File: config.mk
export PLATFORM = sky130hd
export DESIGN_NAME = alarm_trigger_flat
export DESIGN_NICKNAME = d
export VERILOG_FILES = /design/src/rtl/alarm_trigger_if.sv /design/src/rtl/alarm_trigger.sv /design/src/flat_wrapper.sv
export SDC_FILE = /design/constraint.sdc
export NUM_CORES = 1
export LEC_CHECK = 0
export ABC_AREA = 1
export CORE_ASPECT_RATIO = 0.9
export CORE_MARGIN = 1
export CORE_UTILIZATION = 53
export DETAILED_ROUTE_END_ITERATION = 8
export GPL_TIMING_DRIVEN = 0
export PLACE_DENSITY = 0.89
export RECOVER_POWER = 100
export REMOVE_ABC_BUFFERS = 1
export SYNTH_ARGS = -nofsm -noshare
export SYNTH_HDL_FRONTEND = slang
export SYNTH_SLANG_ARGS = --single-unit
File: constraint.sdc
create_clock -name i_clk -period 2.7 [get_ports i_clk]
set_clock_uncertainty 0.2 [all_clocks]
set_input_delay 0.27 -clock i_clk [delete_from_list [all_inputs] [get_ports i_clk]]
set_output_delay 0.27 -clock i_clk [all_outputs]
set_load 0.02 [all_outputs]
File: src/rtl/alarm_trigger_if.sv
// alarm_trigger_if: alarm compare inputs, button pulses and ring/buzz/snooze status outputs
interface alarm_trigger_if;
    logic       sec_tick;
    logic [3:0] num_sync;
    logic [3:0] mode;
    logic       alarm_en;
    logic       a_meridiem;
    logic [6:0] a_hour;
    logic [6:0] a_min;
    logic [6:0] a_sec;
    logic       c_meridiem;
    logic [6:0] c_hour;
    logic [6:0] c_min;
    logic [6:0] c_sec;
    logic       alarm_on;
    logic       buzz;
    logic       snoozing;
    logic [1:0] state;
    modport master (
        output sec_tick, num_sync, mode, alarm_en,
        output a_meridiem, a_hour, a_min, a_sec,
        output c_meridiem, c_hour, c_min, c_sec,
        input  alarm_on, buzz, snoozing, state
    );
    modport slave (
        input  sec_tick, num_sync, mode, alarm_en,
        input  a_meridiem, a_hour, a_min, a_sec,
        input  c_meridiem, c_hour, c_min, c_sec,
        output alarm_on, buzz, snoozing, state
    );
endinterface

File: src/rtl/alarm_trigger.sv
// alarm_trigger: detects alarm/clock time match, rings with a gated beep, handles dismiss/snooze.
// Snooze is built only when ALARM_SNOOZE_EN is defined.
module alarm_trigger #(
    parameter int unsigned RING_SEC   = 60,
    parameter int unsigned SNOOZE_SEC = 300,
    parameter int unsigned BEEP_DIV   = 25000000
) (
    input  logic          i_clk,
    input  logic          i_rst,
    alarm_trigger_if.slave bus
);
    typedef enum logic [1:0] {IDLE = 2'd0, ARMED = 2'd1, RINGING = 2'd2, SNOOZE = 2'd3} state_t;
    state_t      r_state, w_state_nxt;
    logic        r_match_d, r_buzz, w_buzz_nxt;
    logic [15:0] r_ring_cnt, w_ring_nxt, w_ring_inc;
    logic [25:0] r_beep_cnt, w_beep_nxt;
    logic        w_match, w_fire, w_beep_wrap;
    assign w_match = bus.a_meridiem == bus.c_meridiem && bus.a_hour == bus.c_hour &&
                     bus.a_min == bus.c_min && bus.a_sec == bus.c_sec && bus.mode != 4'b0000;
    assign w_fire      = w_match & ~r_match_d;
    assign w_ring_inc  = &r_ring_cnt ? r_ring_cnt : r_ring_cnt + 16'd1;
    assign w_beep_wrap = r_beep_cnt == 26'(BEEP_DIV - 1);
`ifdef ALARM_SNOOZE_EN
    logic [15:0] r_snz_cnt, w_snz_nxt, w_snz_inc;
    logic        w_unused;
    assign w_snz_inc = &r_snz_cnt ? r_snz_cnt : r_snz_cnt + 16'd1;
    assign w_unused  = ^bus.num_sync[3:2];
    always_ff @(posedge i_clk)
        if (i_rst) r_snz_cnt <= '0;
        else       r_snz_cnt <= w_snz_nxt;
`else
    logic w_unused;
    assign w_unused = ^bus.num_sync[3:1];
`endif
    always_comb begin
        w_state_nxt = r_state;
        w_ring_nxt  = r_ring_cnt;
        w_beep_nxt  = '0;
        w_buzz_nxt  = 1'b0;
`ifdef ALARM_SNOOZE_EN
        w_snz_nxt   = r_snz_cnt;
`endif
        case (r_state)
            IDLE: if (bus.alarm_en) w_state_nxt = ARMED;
            ARMED:
                if (!bus.alarm_en) w_state_nxt = IDLE;
                else if (w_fire) begin
                    w_state_nxt = RINGING;
                    w_ring_nxt  = '0;
                    w_buzz_nxt  = 1'b1;
                end
            RINGING:
                if (!bus.alarm_en) w_state_nxt = IDLE;
                else if (bus.num_sync[0]) w_state_nxt = ARMED;
`ifdef ALARM_SNOOZE_EN
                else if (bus.num_sync[1]) begin
                    w_state_nxt = SNOOZE;
                    w_snz_nxt   = '0;
                end
`endif
                else if (bus.sec_tick && w_ring_inc >= 16'(RING_SEC)) w_state_nxt = ARMED;
                else begin
                    w_ring_nxt = bus.sec_tick ? w_ring_inc : r_ring_cnt;
                    w_beep_nxt = w_beep_wrap ? '0 : r_beep_cnt + 26'd1;
                    w_buzz_nxt = w_beep_wrap ? ~r_buzz : r_buzz;
                end
`ifdef ALARM_SNOOZE_EN
            SNOOZE:
                if (!bus.alarm_en) w_state_nxt = IDLE;
                else if (bus.num_sync[0]) w_state_nxt = ARMED;
                else if (bus.sec_tick && w_snz_inc >= 16'(SNOOZE_SEC)) begin
                    w_state_nxt = RINGING;
                    w_ring_nxt  = '0;
                    w_buzz_nxt  = 1'b1;
                end
                else if (bus.sec_tick) w_snz_nxt = w_snz_inc;
`endif
            default: w_state_nxt = IDLE;
        endcase
    end
    always_ff @(posedge i_clk) begin
        if (i_rst) begin
            r_state    <= IDLE;
            r_match_d  <= 1'b0;
            r_ring_cnt <= '0;
            r_beep_cnt <= '0;
            r_buzz     <= 1'b0;
        end else begin
            r_state    <= w_state_nxt;
            r_match_d  <= w_match;
            r_ring_cnt <= w_ring_nxt;
            r_beep_cnt <= w_beep_nxt;
            r_buzz     <= w_buzz_nxt;
        end
    end
    assign bus.alarm_on = r_state == RINGING;
    assign bus.buzz     = r_buzz;
    assign bus.state    = r_state;
`ifdef ALARM_SNOOZE_EN
    assign bus.snoozing = r_state == SNOOZE;
`else
    assign bus.snoozing = 1'b0;
`endif
endmodule

File: src/flat_wrapper.sv
// flat-port wrapper written by rule: the top's interface ports become plain ports
module alarm_trigger_flat 
#(
    parameter int unsigned RING_SEC   = 60,
    parameter int unsigned SNOOZE_SEC = 300,
    parameter int unsigned BEEP_DIV   = 25000000
)
  (i_clk, i_rst, bus_sec_tick, bus_num_sync, bus_mode, bus_alarm_en, bus_a_meridiem, bus_a_hour, bus_a_min, bus_a_sec, bus_c_meridiem, bus_c_hour, bus_c_min, bus_c_sec, bus_alarm_on, bus_buzz, bus_snoozing, bus_state);
  alarm_trigger_if bus_i ();
  input  logic i_clk;
  input  logic i_rst;
  input wire logic [$bits(bus_i.sec_tick)-1:0] bus_sec_tick;
  input wire logic [$bits(bus_i.num_sync)-1:0] bus_num_sync;
  input wire logic [$bits(bus_i.mode)-1:0] bus_mode;
  input wire logic [$bits(bus_i.alarm_en)-1:0] bus_alarm_en;
  input wire logic [$bits(bus_i.a_meridiem)-1:0] bus_a_meridiem;
  input wire logic [$bits(bus_i.a_hour)-1:0] bus_a_hour;
  input wire logic [$bits(bus_i.a_min)-1:0] bus_a_min;
  input wire logic [$bits(bus_i.a_sec)-1:0] bus_a_sec;
  input wire logic [$bits(bus_i.c_meridiem)-1:0] bus_c_meridiem;
  input wire logic [$bits(bus_i.c_hour)-1:0] bus_c_hour;
  input wire logic [$bits(bus_i.c_min)-1:0] bus_c_min;
  input wire logic [$bits(bus_i.c_sec)-1:0] bus_c_sec;
  output wire logic [$bits(bus_i.alarm_on)-1:0] bus_alarm_on;
  output wire logic [$bits(bus_i.buzz)-1:0] bus_buzz;
  output wire logic [$bits(bus_i.snoozing)-1:0] bus_snoozing;
  output wire logic [$bits(bus_i.state)-1:0] bus_state;
  assign bus_i.sec_tick = bus_sec_tick;
  assign bus_i.num_sync = bus_num_sync;
  assign bus_i.mode = bus_mode;
  assign bus_i.alarm_en = bus_alarm_en;
  assign bus_i.a_meridiem = bus_a_meridiem;
  assign bus_i.a_hour = bus_a_hour;
  assign bus_i.a_min = bus_a_min;
  assign bus_i.a_sec = bus_a_sec;
  assign bus_i.c_meridiem = bus_c_meridiem;
  assign bus_i.c_hour = bus_c_hour;
  assign bus_i.c_min = bus_c_min;
  assign bus_i.c_sec = bus_c_sec;
  assign bus_alarm_on = bus_i.alarm_on;
  assign bus_buzz = bus_i.buzz;
  assign bus_snoozing = bus_i.snoozing;
  assign bus_state = bus_i.state;
  alarm_trigger #(.RING_SEC(RING_SEC), .SNOOZE_SEC(SNOOZE_SEC), .BEEP_DIV(BEEP_DIV)) u_core (.i_clk(i_clk), .i_rst(i_rst), .bus(bus_i));
endmodule
* Yosys cells after proc, flatten, opt, wreduce, memory -nomap -nowiden
Index checks and enable logic that the tools add are counted.
Word-level totals: register bits 46, word-level logic and storage cells 64
Operators by class: add/subtract/negate cells 2, $lt $le $gt $ge 1, eq/ne operators 17, multiplexer cells 22, bitwise gates (word level) 5, reduce and logical (&&, ||, !) cells 12
Operators with widths (number):
- 16-bit 2-to-1 mux | 7
- 16-bit case mux with 2 select lines | 1
- 26-bit by 1-bit adder with 26-bit output (second input constant) | 1
- 26-bit by 25-bit equality test with 1-bit output (second input constant) | 1
- 7-bit equality test | 3
- 16-bit by 1-bit adder with 16-bit output (second input constant) | 1
- 16-bit by 6-bit >= comparator with 1-bit output (second input constant) | 1
- 16-bit AND reduction | 1
- 2-bit 2-to-1 mux | 6
- 2-bit != test (second input constant) | 6
- 7-bit AND reduction | 1
- 1-bit 2-to-1 mux | 6
- 2-bit case mux with 3 select lines | 1
- 6-bit OR reduction | 1
- 1-bit logical AND | 5
- 5-bit by 3-bit != test with 1-bit output (second input constant) | 1
- 4-bit by 3-bit != test with 1-bit output (second input constant) | 1
- 1-bit inverter | 4
- 4-bit nonzero test | 1
- 3-bit by 2-bit != test with 1-bit output (second input constant) | 1
- 3-bit AND reduction | 1
- 2-bit by 1-bit equality test with 1-bit output (second input constant) | 1
- 2-bit equality test (second input constant) | 1
- 2-bit logical NOT | 1
- 5 further kinds | 5

* Depth between registers and ports, before layout
Gate-level depths: netlist (run 1).
depth in word-level cells 9, depth in mapped cells 18, mapped depth without buffers 18

* Least setup slack after synthesis (run 1)
No wires, ideal clock.
path type register to register, start reg u_core.r_ring_cnt[0], end reg u_core.r_beep_cnt[14], setup time 73 ps, arrival time 1923 ps, required time 2427 ps, setup slack 504 ps, cell stages (with the launch flop) 17, buffers on the path 2, period minus slack after synthesis 2196 ps, cell sequence dfxtp_1 > ha_1 > nand3_2 > inv_2 > nand2_2 > inv_1 > nand2_2 > buf_4 > nand2_1 > nor2_1 > nand2_1 > nor2_2 > nand2_1 > nand2_2 > nand2_4 > buf_6 > nor3_2
On the way: cells in the longest elaborated chain, start to end 5, elaborated cells on any way between the ends 6
Ends and longest elaborated chain:
- from (decl) | line alarm_trigger.sv:15 | logic [15:0] r_ring_cnt, w_ring_nxt, w_ring_inc;
- from (signal assigned) | line alarm_trigger.sv:91 | r_ring_cnt <= w_ring_nxt;
- 16-bit by 1-bit adder with 16-bit output or 16-bit AND reduction (tied branches) | line alarm_trigger.sv:21 | assign w_ring_inc = &r_ring_cnt ? r_ring_cnt : r_ring_cnt + 16'd1;
- 16-bit 2-to-1 mux * | line alarm_trigger.sv:21
- 16-bit by 6-bit >= comparator with 1-bit output * | line alarm_trigger.sv:61 | else if (bus.sec_tick && w_ring_inc >= 16'(RING_SEC)) w_state_nxt = ARMED;
- 1-bit logical AND * | line alarm_trigger.sv:61
- 6-bit OR reduction (no source line) *
- to (signal assigned) | line alarm_trigger.sv:92 | r_beep_cnt <= w_beep_nxt;
- to (decl) | line alarm_trigger.sv:16 | logic [25:0] r_beep_cnt, w_beep_nxt;
Mark *: on every way between the ends. The rest lies on a longest branch, timed or not. A chain may end at the register's enable or synchronous reset.

* Final worst setup path (run 1)
start reg u_core.r_ring_cnt[0], end reg u_core.r_ring_cnt[2]
On the way: cells in the longest elaborated chain, start to end 7, elaborated cells on any way between the ends 12
Ends and longest elaborated chain (line):
- 16-bit by 1-bit adder with 16-bit output or 16-bit AND reduction (tied branches) | alarm_trigger.sv:21
- 16-bit 2-to-1 mux * | alarm_trigger.sv:21
- parallel branches: the longest is 5 deep, another holds 16-bit by 6-bit >= comparator with 1-bit output
Mark *: on every way between the ends. The select of a mux whose other input is x is not followed.

==> results by group, run 1 <==
Status
  • Status: finished, final reports clean

GRT
  • Largest net degree at the start of global routing: 27
  • Gr ovfl total: 0
  • Global-route wire length before repair: 13200 µm
  • Vias in the first global route: 3209
  • Initial antenna violation count: 0
  • Total GRT Usage: 24.5%

CTS
  • CTS Buffer Depth: 2
  • H-tree depth: 2
  • CTS clk-pin slew, worst paths: 0.09 ns
  • Cts bufs inserted: 5
  • # hold bufs at CTS: 0
  • CTS Sinks: 46
  • Clk root buf: clkbuf_8
  • Worst skew pair latency: 0.30 ns
  • CTS tree: done
  • Post-CTS setup buffer count: 0

Synth
  • Post-Syn Instances: 525
  • Sequential element share of the synthesized area: 28.2%
  • Syn Area/Cell: 6.23 µm²
  • Area leader, netlist: dfxtp_1
  • Synth warn: 0
  • Mapped Area: 3270 µm²
  • Synth Area in Adders: 2.30%
  • Netlist cell types: 38
  • Yosys reg bits: 46
  • Synth top area share: 28.2%
  • Number of synthesized flops with an enable pin: 0
  • Post-Synth XOR/XNOR Area: 6.70%
  • Main synth FF type: dfxtp_1
  • Ys async rst share: 0%
  • Mux cell area share after synthesis: 0%
  • Synth Area in Simple Gates: 45.5%
  • Largest family of logic cells by synthesized area: simple AND/OR/NAND/NOR gates
  • Synth area leaders: dfxtp_1, nand2_1, inv_1
  • Synth Area in Compound Gates: 5.78%

Placement
  • Count of input and output buffers: 56
  • Gpl congestion: 0.824
  • Inst Count DP: 644
  • Detailed placer's ending HPWL: 5910 µm
  • Placed cell areas: 3860 µm²

Final layout
  • Post-Layout Inst Area: 3950 µm²
  • Share of layout cells above drive strength 1: 6.19%
  • Storage element area: 923 µm²
  • Nets@finish: 644
  • Fill cells: 481
  • Area delta synth->final: 20.8%
  • ANT cells: 0
  • Final Instance Count excl. Fillers: 652
  • Area of the multi-input gates: 1980 µm²

Floorplanning
  • Die X: 84.8 µm
  • Die Span Y: 76.5 µm
  • Die footprint: 6480 µm²
  • # rows: 26
  • Core area: 5820 µm²
  • Initial Util: 56.1%
  • # IOs: 61

Routing
  • DRT iter0 DRCs: 212
  • DRT antenna net count: 0
  • Avg WL per Cell: 11.7 µm
  • Pre-antenna DRT Iters: 4
  • Via Count: 3397
  • DRC Markers: 0
  • Via-to-Cell Ratio: 5.21
  • Wirelength, routed: 7640 µm

Timing
  • Max Fclk: 399 MHz
  • Slew @ Worst Pin: 0.687 ns
  • Final Max Slew Viols: 0
  • Crit share post-route: 92.8%
  • RSZ-0062 raised after global routing: no
  • Rel. slew slack: 53.8%
  • Fin. Hold Viols: 0
  • # setup viols final: 0
  • Period minus WS final: 2.50 ns

Pwr
  • Leak: 1.69 nW
  • Total power: 1.93 mW
  • Worst vdd ir: 0.462 mV
  • Power per Cell Area: 488 nW/µm²

Worst hold path
  • Type of the most critical hold path: reg -> reg

Setup path
  • CP arrival: 2.51 ns
  • Setup crit end kind: register
  • Crit start category: register
  • Crit-path max FO: 10
  • CP required: 2.71 ns
  • Setup CP Type: reg -> reg

Job
  • MaxCap Viol Count: 0
## layer usage
| layer | wire, µm | GRT usage [%] |
|---|---|---|
| met5 | 0 | 0 |
| met4 | 114 | 8.81 |
| met3 | 408 | 4.12 |
| met2 | 3630 | 43.3 |
| met1 | 3490 | 29.9 |
## metrics by stage
stage	util [%]	TNS (ns)	hold slack (ns)	setup WS, ns
finish	67.8	0	0.246	0.195
global route	67.8	0	0.299	0.0245
CTS	67.9	0	0.254	0.0299
detailed placement	66.3	-1.96	0.240	-0.210
global placement	66.3	-0.713	0.230	-0.118
floorplan	-	0	0.139	0.332
## logic make-up (layout without fill, tap and decap cells)
| group | count (synthesis) | count (layout) |
|---|---|---|
| AND/OR/NAND/NOR | 326 | 327 |
| buffers and inverters | 92 | 148 |
| flip-flops | 46 | 46 |
| AO/OA/AOI/OAI | 29 | 29 |
| XOR/XNOR | 25 | 25 |
| adder cells (fa/ha/maj) | 6 | 6 |
| other | 1 | 1 |
## worst paths after layout
path | to | cells past startpoint | slack (ns) | start
setup / recovery | u_core.r_ring_cnt[2] | 13 | 0.20 | u_core.r_ring_cnt[0]
hold / removal | u_core.r_beep_cnt[0] | 1 | 0.25 | u_core.r_beep_cnt[0]
setup reg to reg | u_core.r_ring_cnt[2] | 13 | 0.20 | u_core.r_ring_cnt[0]
hold reg to reg | u_core.r_beep_cnt[0] | 1 | 0.25 | u_core.r_beep_cnt[0]
## power by group
| part | leakage, nW | internal (mW) | switching, mW | total [mW] |
|---|---|---|---|---|
| Combinational | 1.27 | 0.284 | 0.462 | 0.746 |
| Clock | 0.0438 | 0.174 | 0.239 | 0.413 |
| Sequential | 0.372 | 0.717 | 0.0498 | 0.767 |
| Total | 1.69 | 1.18 | 0.751 | 1.93 |
## worst max-delay path, stage by stage, from the launching register on
cell     delay [ns]
dfxtp_2        0.41
ha_2           0.25
nand3_2        0.14
nor2_2         0.19
xor2_1         0.17
nand3_1        0.13
nor2_1         0.14
nand2_1        0.08
nor2_1         0.15
nand3_2        0.15
nand2_2        0.22
nand2_1        0.07
nand2_1        0.07
nor2_1         0.04
## cell usage in the layout, fill, tap and decap left out, types with 2 or more instances in the layout
cell type | Yosys | final
nor2_1 | 83 | 82
o21bai_1 | 2 | 2
clkbuf_8 | 0 | 5
clkinv_2 | 0 | 2
nor3b_1 | 7 | 6
nor3b_2 | 1 | 2
a2111o_1 | 2 | 2
dfxtp_2 | 0 | 2
nor3_1 | 13 | 16
nand3_2 | 3 | 4
nand2_1 | 138 | 137
nand4_1 | 17 | 17
nand2_2 | 3 | 4
clkdlybuf4s50_1 | 0 | 51
xor2_1 | 13 | 13
xnor2_1 | 12 | 12
inv_1 | 83 | 83
ha_1 | 6 | 5
a21oi_1 | 6 | 11
dfxtp_1 | 46 | 44
o21ai_0 | 10 | 10
nor2_2 | 4 | 5
dlygate4sd3_1 | 0 | 5
inv_2 | 2 | 2
nor4_1 | 8 | 8
nand3_1 | 36 | 35
nor3_2 | 5 | 2
or2_2 | 3 | 3
## layout make-up
type | instances | share of cell area [%]
Tap cell | 70 | 2.22
Sequential cell | 46 | 23.4
Clock buffer | 5 | 1.74
Timing Repair Buffer | 56 | 14.2
Inverter | 85 | 8.08
Clock inverter | 2 | 0.254
Multi-Input combinational cell | 388 | 50.1
## repair_timing
action / CTS / global route
gates resized for setup: 3 / 8
setup endpoints to repair: 16 / 41
pin swaps: 0 / 1
gates cloned: 0 / 1
## flip-flops by register name, summed over array words and instances, names as in the netlist
register,cells
u_core.r_beep_cnt,26
u_core.bus.buzz,1
u_core.r_match_d,1
u_core.bus.state,2
u_core.r_ring_cnt,16
## cells in the mapped netlist, types with 2 or more instances
cell      instances
nand3_1          36
buf_4             3
nor2_1           83
nand4_1          17
nor4_1            8
a21oi_1           6
inv_1            83
nand2_2           3
nand3_2           3
xnor2_1          12
buf_6             2
nor3_2            5
nand2_1         138
ha_1              6
a21oi_2           5
o21bai_1          2
a2111o_1          2
nor2_2            4
nor3b_1           7
or2_2             3
o21ai_0          10
dfxtp_1          46
inv_2             2
xor2_1           13
nor3_1           13
No activity file was read; power rests on OpenSTA's default activity.
==> run 2: changes to the inputs <==
- CORE_UTILIZATION: 53 -> 48
- PLACE_DENSITY: 0.89 -> 0.85
- clock period: 2.7 -> 2.05 ns (I/O delays scaled with it)
==> run 2 against run 1 <==
  * The run now ends with negative setup slack left
  * Utilization rose by 2.0 points
  * Sequential cell count did not move
  * Final cell count rose by 6.9%
  * Sequential share of layout area fell by 2.9 points
  * Power rose by 47%
  * Sequential power rose by 33%
  * Global-route usage rose by 2.7 points
  * First-iteration DRC count rose by 51%
  * Critical endpoint is now u_core.r_ring_cnt[8]
  * Largest power group is now combinational cells
==> results by group, run 2 (synthesis gave the netlist of run 1 again) <==
Worst hold path
  • Hold Startpoint: u_core.r_beep_cnt[0] (unchanged)
  • Worst hold path endpoint: u_core.r_beep_cnt[0] (unchanged)
  • Type of the most critical hold path: reg -> reg (unchanged)
  • WHS Path Cells: 1 (unchanged)

Final layout
  • Max FFs per register: 26 (unchanged)
  • Fill cells: 481 (unchanged)
  • Most frequent cells in the layout: nand2_1, inv_1, nor2_1, clkdlybuf4s50_1, dfxtp_1 (unchanged)
  • Storage element area: 943 µm² (was 923 µm²)
  • Share of layout cells above drive strength 1: 20.8% (was 6.19%)
  • Area delta synth->final: 40.6% (was 20.8%)
  • Most common cell after layout, fill and taps aside: nand2_1 (unchanged)
  • Nets@finish: 668 (was 644)
  • Largest Register: u_core.r_beep_cnt (unchanged)
  • ANT cells: 0 (unchanged)
  • Area of the multi-input gates: 2390 µm² (was 1980 µm²)

Timing
  • Period minus WS final: 2.27 ns (was 2.50 ns)
  • Crit share post-route: 111% (was 92.8%)
  • Max Fclk: 441 MHz (was 399 MHz)
  • RSZ-0062 raised after global routing: yes (was no)
  • Slew @ Worst Pin: 0.707 ns (was 0.687 ns)
  • Final WS setup: -0.218 ns (was 0.195 ns)
  • Rel. slew slack: 52.7% (was 53.8%)
  • Final Max Slew Viols: 0 (unchanged)
  • # setup viols final: 45 (was 0)
  • Fin. Hold Viols: 0 (unchanged)

Floorplanning
  • Die X: 89.0 µm (was 84.8 µm)
  • Die footprint: 7140 µm² (was 6480 µm²)
  • # IOs: 61 (unchanged)
  • Initial Util: 49.6% (was 56.1%)
  • # rows: 28 (was 26)
  • Core area: 6590 µm² (was 5820 µm²)
  • Die Span Y: 80.3 µm (was 76.5 µm)

Placement
  • Detailed placer's ending HPWL: 5780 µm (was 5910 µm)
  • Count of input and output buffers: 56 (unchanged)
  • Gpl congestion: 0.853 (was 0.824)
  • Setup WS pre-CTS: -0.812 ns (was -0.210 ns)

Setup path
  • R2r setup slk: -0.22 ns (was 0.20 ns)
  • Largest stage delay on the critical path: 0.36 ns (was 0.41 ns)
  • Critical R2R Launch: u_core.r_ring_cnt[0] (unchanged)
  • Family with the most delay on the worst path: simple AND/OR/NAND/NOR gates (unchanged)
  • Crit start category: register (unchanged)
  • Worst r2r dst: u_core.r_ring_cnt[8] (was u_core.r_ring_cnt[2])
  • Critical path's slowest cell: dfxtp_4 (was dfxtp_2)
  • CP required: 2.02 ns (was 2.71 ns)
  • Setup CP Type: reg -> reg (unchanged)
  • Crit path buf inv count: 4 (was 0)
  • Crit-path max FO: 7 (was 10)
  • Setup crit end kind: register (unchanged)
  • CP arrival: 2.23 ns (was 2.51 ns)
  • Crit path cell chain: ha_4 > nand3_4 > inv_4 > nand2_4 > inv_2 > nand2_4 > buf_4 > nand2_1 > nor2_1 > nand2_1 > nor2_2 > nand3_2 > buf_12 > nand2_4 > nor3_1 (was ha_2 > nand3_2 > nor2_2 > xor2_1 > nand3_1 > nor2_1 > nand2_1 > nor2_1 > nand3_2 > nand2_2 > nand2_1 > nand2_1 > nor2_1)
  • Worst Reg-to-Reg Cells: 15 (was 13)
  • CP dominant cell by count: nand2_4

CTS
  • CTS tree: done (unchanged)
  • CTS Sinks: 46 (unchanged)
  • H-tree depth: 2 (unchanged)
  • Clk root buf: clkbuf_8 (unchanged)
  • Cts bufs inserted: 5 (unchanged)
  • # hold bufs at CTS: 0 (unchanged)
  • CTS Buffer Depth: 2 (unchanged)
  • CTS clk-pin slew, worst paths: 0.10 ns (was 0.09 ns)
  • Worst skew pair latency: 0.32 ns (was 0.30 ns)

Pwr
  • Power per Cell Area: 615 nW/µm² (was 488 nW/µm²)
  • Power share of the clock group: 20.6% (was 21.5%)
  • Sw frac: 40.7% (was 39.0%)
  • Worst vdd ir: 0.610 mV (was 0.462 mV)
  • Int Pwr: 1.68 mW (was 1.18 mW)
  • Part of the power in combinational logic: 43.3% (was 38.7%)
  • Leak: 1.94 nW (was 1.69 nW)
  • Total power: 2.83 mW (was 1.93 mW)
  • Sequential power share: 36.0% (was 39.8%)
  • Net Switching: 1.15 mW (was 0.751 mW)

Routing
  • Via Count: 3789 (was 3397)
  • DRT antenna net count: 0 (unchanged)
  • Pre-antenna DRT Iters: 7 (was 4)
  • Avg WL per Cell: 13.8 µm (was 11.7 µm)
  • Via-to-Cell Ratio: 5.44 (was 5.21)
  • DRT iter0 DRCs: 320 (was 212)
  • M1 wire length: 3890 µm (was 3490 µm)
  • DRC Markers: 0 (unchanged)
  • Wirelength, routed: 9650 µm (was 7640 µm)
  • DR WL met2: 4710 µm (was 3630 µm)
  • Top Layer Used: met4 (unchanged)
  • DR WL met3: 746 µm (was 408 µm)

Status
  • Failing checks: negative setup slack
  • Status: complete, but fails checks (was finished, final reports clean)

GRT
  • Initial antenna violation count: 0 (unchanged)
  • Global-route wire length before repair: 15200 µm (was 13200 µm)
  • Vias in the first global route: 3549 (was 3209)
  • Gr ovfl total: 0 (unchanged)
  • Largest net degree at the start of global routing: 17 (was 27)
  • Total GRT Usage: 27.2% (was 24.5%)

Job
  • MaxCap Viol Count: 0 (unchanged)
-- run 2: cell types whose count changed in the layout (fill, tap and decap cells not counted), moves of 8 or more --
cell     previous run  this run
buf_4               0        18
dfxtp_1            44        34
nand2_1           137       127
nand2_4             1         9
nor2_1             82        67
nor2_4              1        11
-- run 2: power by group through the flow --
stage / Combinational, mW / Sequential (mW) / Clock, mW
after floorplan: 0.595 / 1.04 / 0
after global placement: 0.889 / 1.03 / 0
after detailed placement: 0.914 / 1.03 / 0
after CTS: 1.10 / 1.02 / 0.585
after global routing: 1.35 / 1.03 / 0.622
final: 1.23 / 1.02 / 0.584
-- run 2: metal layers --
metal / vias up / GRT usage [%]
met2: 207 / 46.7
li1: 1832 / -
met1: 1706 / 31.9
met5: - / 0
met4: 0 / 12.1
met3: 44 / 6.58
-- run 2: final cells by class --
type	instances	area share, %
Sequential cell	46	20.5
Clock buffer	5	1.50
Inverter	85	7.00
Clock inverter	3	0.517
Timing Repair Buffer	76	16.0
Multi-Input combinational cell	392	52.0
Tap cell	90	2.45
-- run 2: metrics by stage --
step                      util, %  cell area (µm²)  setup TNS, ns  std cells  hold slack, ns
after floorplan                 -             3210          -7.85        518          0.0741
final                        69.8             4600          -7.11        697           0.246
after CTS                    67.0             4410          -6.58        693           0.226
after global placement       59.0             3890         -23.13        664           0.234
after global routing         69.8             4600         -13.22        697           0.263
after detailed placement     59.0             3890         -26.33        664           0.247
-- run 2: how the worst max path moves through the flow --
stage,slack (ns),to,cells past startpoint,start
2_1_floorplan,-0.32,u_core.r_ring_cnt[1],15,u_core.r_ring_cnt[0]
3_3_place_gp,-0.74,u_core.r_ring_cnt[5],15,u_core.r_ring_cnt[0]
3_5_place_dp,-0.81,u_core.r_ring_cnt[1],15,u_core.r_ring_cnt[0]
4_1_cts,-0.20,u_core.bus.state[1],17,u_core.r_ring_cnt[1]
5_1_grt,-0.37,u_core.r_ring_cnt[14],14,u_core.r_ring_cnt[6]
6_report,-0.22,u_core.r_ring_cnt[8],15,u_core.r_ring_cnt[0]
-- run 2: timing repair --
item | 4_1_cts | 5_1_grt
setup buffers | 16 | 5
pin swaps | 21 | 16
setup endpoints to repair | 46 | 45
gates resized for setup | 62 | 38
gates cloned | 5 | 0
